### src/rtl/fios_res_collector.sv
// Result collector for the FIOS Montgomery multiplier.
// Buffers the s result limbs pushed by the multiplier and waits for done.
// Then replays the limbs, least significant first, over a valid/ready port.
// Any out-of-order push or done raises a sticky error flag.
module fios_res_collector #(
  parameter int s     = 8,
  parameter int WIDTH = 17
) (
  input  logic             clock_i,
  input  logic             reset_i,
  input  logic [WIDTH-1:0] RES_i,
  input  logic             RES_push_i,
  input  logic             done_i,
  output logic [WIDTH-1:0] res_data_o,
  output logic             res_valid_o,
  input  logic             res_ready_i,
  output logic             res_last_o,
  output logic             busy_o,
  output logic             err_o
);

  localparam int CW = $clog2(s + 1);
  localparam int AW = (s > 1) ? $clog2(s) : 1;
  localparam logic [CW-1:0] CNT_FULL = CW'(s);
  localparam logic [CW-1:0] CNT_LAST = CW'(s - 1);

  typedef enum logic [1:0] {
    ST_IDLE,
    ST_COLLECT,
    ST_WAIT_DONE,
    ST_DRAIN
  } state_t;

  state_t           state_q, state_d;
  logic [CW-1:0]    wr_cnt_q, wr_cnt_d;
  logic [CW-1:0]    rd_cnt_q, rd_cnt_d;
  logic [CW-1:0]    wr_cnt_inc;
  logic             err_q, err_d;
  logic             mem_we;
  logic [AW-1:0]    mem_waddr;
  logic             handshake;
  logic             full_after_push;
  logic [WIDTH-1:0] res_mem_q [s];

  // Next-state, counter and error logic for the collect/drain sequence.
  always_comb begin
    state_d         = state_q;
    wr_cnt_d        = wr_cnt_q;
    rd_cnt_d        = rd_cnt_q;
    err_d           = err_q;
    mem_we          = 1'b0;
    mem_waddr       = wr_cnt_q[AW-1:0];
    wr_cnt_inc      = wr_cnt_q + CW'(1);
    handshake       = (state_q == ST_DRAIN) && res_ready_i;
    full_after_push = RES_push_i && (wr_cnt_inc == CNT_FULL);

    unique case (state_q)
      ST_IDLE: begin
        if (RES_push_i) begin
          mem_we    = 1'b1;
          mem_waddr = '0;
          if (done_i) begin
            // A single limb can never be a complete result.
            err_d    = 1'b1;
            wr_cnt_d = '0;
          end else begin
            wr_cnt_d = CW'(1);
            state_d  = ST_COLLECT;
          end
        end else if (done_i) begin
          err_d = 1'b1;
        end
      end

      ST_COLLECT: begin
        if (RES_push_i) begin
          mem_we   = 1'b1;
          wr_cnt_d = wr_cnt_inc;
        end
        if (done_i) begin
          if (full_after_push) begin
            // Last push and done together is the fast path straight to output.
            state_d  = ST_DRAIN;
            rd_cnt_d = '0;
          end else begin
            // Early done: discard the partial result.
            err_d    = 1'b1;
            wr_cnt_d = '0;
            state_d  = ST_IDLE;
          end
        end else if (full_after_push) begin
          state_d = ST_WAIT_DONE;
        end
      end

      ST_WAIT_DONE: begin
        if (RES_push_i) begin
          err_d = 1'b1;
        end
        if (done_i) begin
          state_d  = ST_DRAIN;
          rd_cnt_d = '0;
        end
      end

      ST_DRAIN: begin
        if (RES_push_i) begin
          err_d = 1'b1;
        end
        if (handshake) begin
          if (rd_cnt_q == CNT_LAST) begin
            wr_cnt_d = '0;
            rd_cnt_d = '0;
            state_d  = ST_IDLE;
          end else begin
            rd_cnt_d = rd_cnt_q + CW'(1);
          end
        end
      end

      default: begin
        state_d = ST_IDLE;
      end
    endcase
  end

  // Control state register; reset aborts any collect or drain in progress.
  always_ff @(posedge clock_i or posedge reset_i) begin
    if (reset_i) begin
      state_q  <= ST_IDLE;
      wr_cnt_q <= '0;
      rd_cnt_q <= '0;
      err_q    <= 1'b0;
    end else begin
      state_q  <= state_d;
      wr_cnt_q <= wr_cnt_d;
      rd_cnt_q <= rd_cnt_d;
      err_q    <= err_d;
    end
  end

  // Limb buffer; contents need no reset because only fully written results are read.
  always_ff @(posedge clock_i) begin
    if (mem_we) begin
      res_mem_q[mem_waddr] <= RES_i;
    end
  end

  // Downstream port decode; data is forced to zero outside DRAIN.
  always_comb begin
    res_valid_o = (state_q == ST_DRAIN);
    res_last_o  = (state_q == ST_DRAIN) && (rd_cnt_q == CNT_LAST);
    res_data_o  = (state_q == ST_DRAIN) ? res_mem_q[rd_cnt_q[AW-1:0]] : '0;
    busy_o      = (state_q != ST_IDLE);
    err_o       = err_q;
  end

endmodule
### config.mk
export PLATFORM = sky130hd
export DESIGN_NAME = fios_res_collector
export DESIGN_NICKNAME = d
export VERILOG_FILES = /design/src/rtl/fios_res_collector.sv
export SDC_FILE = /design/constraint.sdc
export NUM_CORES = 1
export LEC_CHECK = 0
export CORE_UTILIZATION = 45
export CTS_CLUSTER_SIZE = 25
export DETAILED_ROUTE_END_ITERATION = 6
export HOLD_SLACK_MARGIN = 0.06
export PLACE_DENSITY = 0.65
export RECOVER_POWER = 25
export SLEW_MARGIN = 25
export SYNTH_ARGS = -nofsm -noshare
export SYNTH_HDL_FRONTEND = slang
export SYNTH_SLANG_ARGS = --single-unit
### constraint.sdc
create_clock -name clock_i -period 3.3 [get_ports clock_i]
set_input_delay 0.66 -clock clock_i [delete_from_list [all_inputs] [get_ports clock_i]]
set_output_delay 0.66 -clock clock_i [all_outputs]
set_load 0.01 [all_outputs]
# Yosys cells after proc, flatten, opt, wreduce, memory -nomap -nowiden
# Memories as Yosys holds them, arrays and structs flattened.
# Cells that the tools add are included.
[totals] reg_bits=11 ramBits=136 out_inout_bits=21 mem_count=1
[memory_table] name="res_mem_q" depth=8 word_bits=17 rd=1 rd_ports_with_merged_regs=0 write_ports=1 line="43" text="logic [WIDTH-1:0] res_mem_q [s];"
[op_classes] n_addsub=2 n_eq_ne=16 mux=35 n_reduce_logical=13
[ops] cell="two-way mux 4 bit" n=11
[ops] cell="case mux 4 bit (3 select lines)" n=2
[ops] cell="two-way mux 17 bit" n=1
[ops] cell="two-way mux 2 bit" n=8
[ops] cell="!= test 2 bit, second input constant" n=7
[ops] cell="two-way mux 1 bit" n=9
[ops] cell="adder 4 x 1 -> 4 bit, second input constant" n=2
[ops] cell="case mux 2 bit (4 select lines)" n=1
[ops] cell="AND reduction 4 bit" n=2
[ops] cell="two-way mux 3 bit" n=2
[ops] cell="!= test 2 x 1 -> 1 bit, second input constant" n=3
[ops] cell="AND reduction 6 bit" n=1
[ops] cell="nonzero test 3 bit" n=2
[ops] cell="AND reduction 5 bit" n=1
[ops] cell="equality test 2 bit, second input constant" n=2
[ops] cell="equality test 4 x 3 -> 1 bit, second input constant" n=1
[ops] cell="equality test 4 bit, second input constant" n=1
[ops] cell="OR reduction 2 bit" n=2
[ops] cell="logical AND 1 bit" n=3
[ops] cell="!= test 3 bit, second input constant" n=1
[ops] cell="case mux 1 bit (3 select lines)" n=1
[ops] cell="equality test 2 x 1 -> 1 bit, second input constant" n=1
[ops] cell="logical NOT 2 bit" n=1
[ops] cell="nonzero test 2 bit" n=1

# Longest topological paths before layout
[logic_depth] word_depth=6 ltp_mapped=6 depth_no_buf=5

# Worst setup path after synthesis
# No wires, ideal clock.
[synth_path] path_kind="input -> register" from="input port RES_push_i" to="memory res_mem_q[2][0], enable pin" t_arrival_ps=2601 setup_slack_ps=264 path_stages=3 cell_sequence="inv_1 nor2_1 nor4bb_1"
[synth_between] elab_chain_len=4 word_cells_on_any_way=6
[synth_rtl] item="start, declared" line="12" text="input logic RES_push_i,"
[synth_rtl] item="two-way mux 1 bit" line="59, 76"
[synth_rtl] item="two-way mux 1 bit"
[synth_rtl] item="two-way mux 1 bit" line="144" text="if (mem_we) begin"
[synth_rtl] item="two-way mux 1 bit (not written as such)" line="145" text="res_mem_q[mem_waddr] <= RES_i;"
[synth_rtl] item="end, declared" line="43"
# Parallel ways exist; a longest one is shown, timed or not.

# Final worst setup path
[layout_path] from="register rd_cnt_q[0]" to="output port res_data_o[8]"
[layout_between] elab_chain_len=2
[layout_rtl] item="start, declared" line="36" text="logic [CW-1:0] rd_cnt_q, rd_cnt_d;"
[layout_rtl] item="start signal, assigned" line="137" text="rd_cnt_q <= rd_cnt_d;"
[layout_rtl] item="memory (8 x 17 bit)"
[layout_rtl] item="two-way mux 17 bit" line="153" text="res_data_o = (state_q == ST_DRAIN) ? res_mem_q[rd_cnt_q[AW-1:0]] : '0;"
[layout_rtl] item="end, declared" line="14" text="output logic [WIDTH-1:0] res_data_o,"
# No other way between the ends.

==> flow_metrics.env <==
export IMPL_status="completed"
export IMPL_p_leak_nw=2.48
export IMPL_syn_num_nets=343
export IMPL_multi_input_area_sq_um=1560
export IMPL_rows=41
export IMPL_pwr_share_comb_pct=28.6
export IMPL_synthAdderAreaFrac_pct=0.828
export IMPL_synth_top_area_cell="edfxtp_1"
export IMPL_ir_drop_mv=0.481
export IMPL_slew_violations=0
export IMPL_wirelength_mm=11.2
export IMPL_power_switching_mw=1.67
export IMPL_cp_required_ns=2.64
export IMPL_worstSkewPairLatency_ns=0.42
export IMPL_period_share_pct=92.7
export IMPL_clk_pin_slew_ns=0.06
export IMPL_powerDensity_nw_per_um2=835
export IMPL_cts_tree="yes"
export IMPL_synth_compound_area_share_pct=2.48
export IMPL_gp_congestion=0.791
export IMPL_clock_skew_ns=0.00459
export IMPL_antenna_found_initial=0
export IMPL_yosys_area_share_xor_xnor_pct=0.580
export IMPL_synthArstFlopShare_pct=7.48
export IMPL_finalSetupViolations=0
export IMPL_p_clk_share_pct=34.3
export IMPL_wire_per_inst_um=19.7
export IMPL_start_util_pct=46.9
export IMPL_slowest_delay_ns=0.54
export IMPL_drt_pass1_iterations=4
export IMPL_nets=407
export IMPL_die_y_um=118
export IMPL_path_max_fanout=18
export IMPL_synth_top_family_by_area="multiplexers"
export IMPL_power_internal_mw=4.54
export IMPL_die_x_um=118
export IMPL_layout_drive_gt1_share_pct=24.1
export IMPL_port_buffers=42
export IMPL_cts_max_level=4
export IMPL_post_route_drc_count=0
export IMPL_syn_area_sq_um=6040
export IMPL_synthTopCellsByArea="edfxtp_1 68%, mux4_2 12%, dfrtp_1 4.6%"
export IMPL_finish_utilization_pct=57.8
export IMPL_pwr_share_seq_pct=37.1
export IMPL_fp_coreArea_sq_um=12900
export IMPL_hold_class="reg -> reg"
export IMPL_post_route_min_period_ns=3.06
export IMPL_io_pins=43
export IMPL_regArea_sq_um=4360
export IMPL_ys_top_cells_by_count="136 x edfxtp_1, 33 x mux4_2, 25 x nor2_1"
export IMPL_synth_avg_cell_area_sq_um=19.1
export IMPL_synth_most_common_cell="edfxtp_1"
export IMPL_tightest_slew_ns=0.605
export IMPL_synth_edf_count=136
export IMPL_ys_ff_latch=147
export IMPL_cts_root_buf="clkbuf_16"
export IMPL_swShare_pct=26.9
export IMPL_grt_ovfl_total=0
export IMPL_synthMuxAreaShare_pct=15.9
export IMPL_track_usage_pct=17.8
export IMPL_ys_warn_count=0
export IMPL_grt_setup_unrepaired="no"
export IMPL_dieArea_sq_um=13900
export IMPL_synth_cells=317
export IMPL_clkSinkCount=147
export IMPL_relSlewSlack_pct=59.7
export IMPL_final_setup_tns_ns=0
export IMPL_ys_flop_type="edfxtp_1"
export IMPL_cp_end_kind="primary output"
export IMPL_ant_nets=0
export IMPL_ys_seq_area_share_pct=72.1
export IMPL_grt_pass1_wl_mm=17.8
export IMPL_first_iter_violations=248
export IMPL_max_freq_mhz=327
export IMPL_cts_path_max_buffers=2
export IMPL_path_class="reg -> out"
export IMPL_power_mw=6.21
export IMPL_dp_hpwl_mm=6.51
export IMPL_area_growth_pct=23.1
export IMPL_dr_total_vias=3070
export IMPL_hold_viol=0
export IMPL_grt_max_degree=38
export IMPL_nFillCells=982
export IMPL_maxCapViolations=0
export IMPL_synth_cell_types=47
export IMPL_drt_vias_per_instance=5.42
export IMPL_synth_simple_gate_area_share_pct=5.45
export IMPL_synth_top_area_share_pct=67.6
export IMPL_grt_pass1_vias=3209
export IMPL_worstPathArrival_ns=2.40
export IMPL_antennaDiodeCount=0
export IMPL_cts_buffers=17
export IMPL_cpMaxStageDelayCell="mux4_2"
export IMPL_path_cells="buf_12 -> mux4_2 -> mux2i_1 -> nor2_1 -> clkdlybuf4s50_1"
export IMPL_startpoint_type="register"
layout make-up:
cell class / instances / area share [%]
Clock buffer: 18 / 5.77
Clock inverter: 14 / 3.13
Inverter: 5 / 0.252
Multi-Input combinational cell: 148 / 21.0
Sequential cell: 147 / 58.6
Tap cell: 172 / 2.89
Timing Repair Buffer: 62 / 8.39
state kept, by name, summed over array words and instances, names as in the netlist, named ones only:
name	flops
rd_cnt_q	4
wr_cnt_q	4
res_mem_q	136
err_o	1
state_q	1
cells by family after synthesis:
| logic type | Yosys count |
|---|---|
| buffers and inverters | 22 |
| XOR/XNOR | 4 |
| AO/OA/AOI/OAI | 21 |
| flip-flops | 147 |
| adder cells (fa/ha/maj) | 4 |
| multiplexers | 53 |
| AND/OR/NAND/NOR | 66 |
final timing paths:
kind	startpoint	endpoint	slack [ns]	cells after the start
worst max-delay path	rd_cnt_q[0]	res_data_o[8]	0.24	5
worst min-delay path	err_o	err_o	0.55	2
worst max register to register	register	res_mem_q[6][6]	1.26	5
worst min register to register	err_o	err_o	0.55	2
max in group asynchronous	reset_i	rd_cnt_q[0]	2.28	2
min in group asynchronous	reset_i	wr_cnt_q[2]	0.69	2
per-stage QoR:
stage	instance area (sq um)	std cells	setup slack (ns)	hold slack [ns]
floorplan	6040	317	0.264	0.512
global placement	6740	529	0.478	0.525
detailed placement	6740	529	0.483	0.535
CTS	7400	561	0.0367	0.548
global route	7440	566	0.0664	0.578
finish	7440	566	0.241	0.546
what timing repair did:
action                                  CTS  global route
hold buffers                              0             0
hold endpoints to repair                  0             0
buffers inserted                          0             5
resized for setup                         0             1
endpoints found under the setup margin    0             7
layout by cell type, fill, tap and decap left out, drive strengths merged, types with 5 or more instances in the layout:
cell type	instances
edfxtp	136
nor2	25
nand2	12
buf	20
clkdlybuf4s50	31
mux2i	18
bufinv	6
o21ai	5
dfrtp	11
inv	7
nand3	7
clkbuf	18
nor3	6
mux4	34
dlygate4sd3	11
power groups by stage:
stage,clock network [mW],logic [mW],registers [mW]
2_1_floorplan,0,1.22,2.25
3_3_place_gp,0,1.73,2.35
3_5_place_dp,0,1.74,2.36
4_1_cts,2.16,1.75,2.32
5_1_grt,2.25,1.94,2.32
6_report,2.13,1.78,2.31
worst max-delay path: cells and delay by family, from the launching register on:
family | cells | cell delay, ns
AND/OR/NAND/NOR | 1 | 0.08
flip-flops | 1 | 0.46
buffers and inverters | 2 | 0.73
multiplexers | 2 | 0.70
routing by layer:
| metal | routed length, um | vias up | track usage (%) |
|---|---|---|---|
| met5 | 0 | - | 0 |
| met4 | 140 | 0 | 7.13 |
| met3 | 552 | 10 | 5.14 |
| met2 | 5410 | 88 | 27.9 |
| met1 | 5070 | 1564 | 23.3 |
| li1 | - | 1408 | - |
Note: power is estimated with default switching activity, not from simulation.
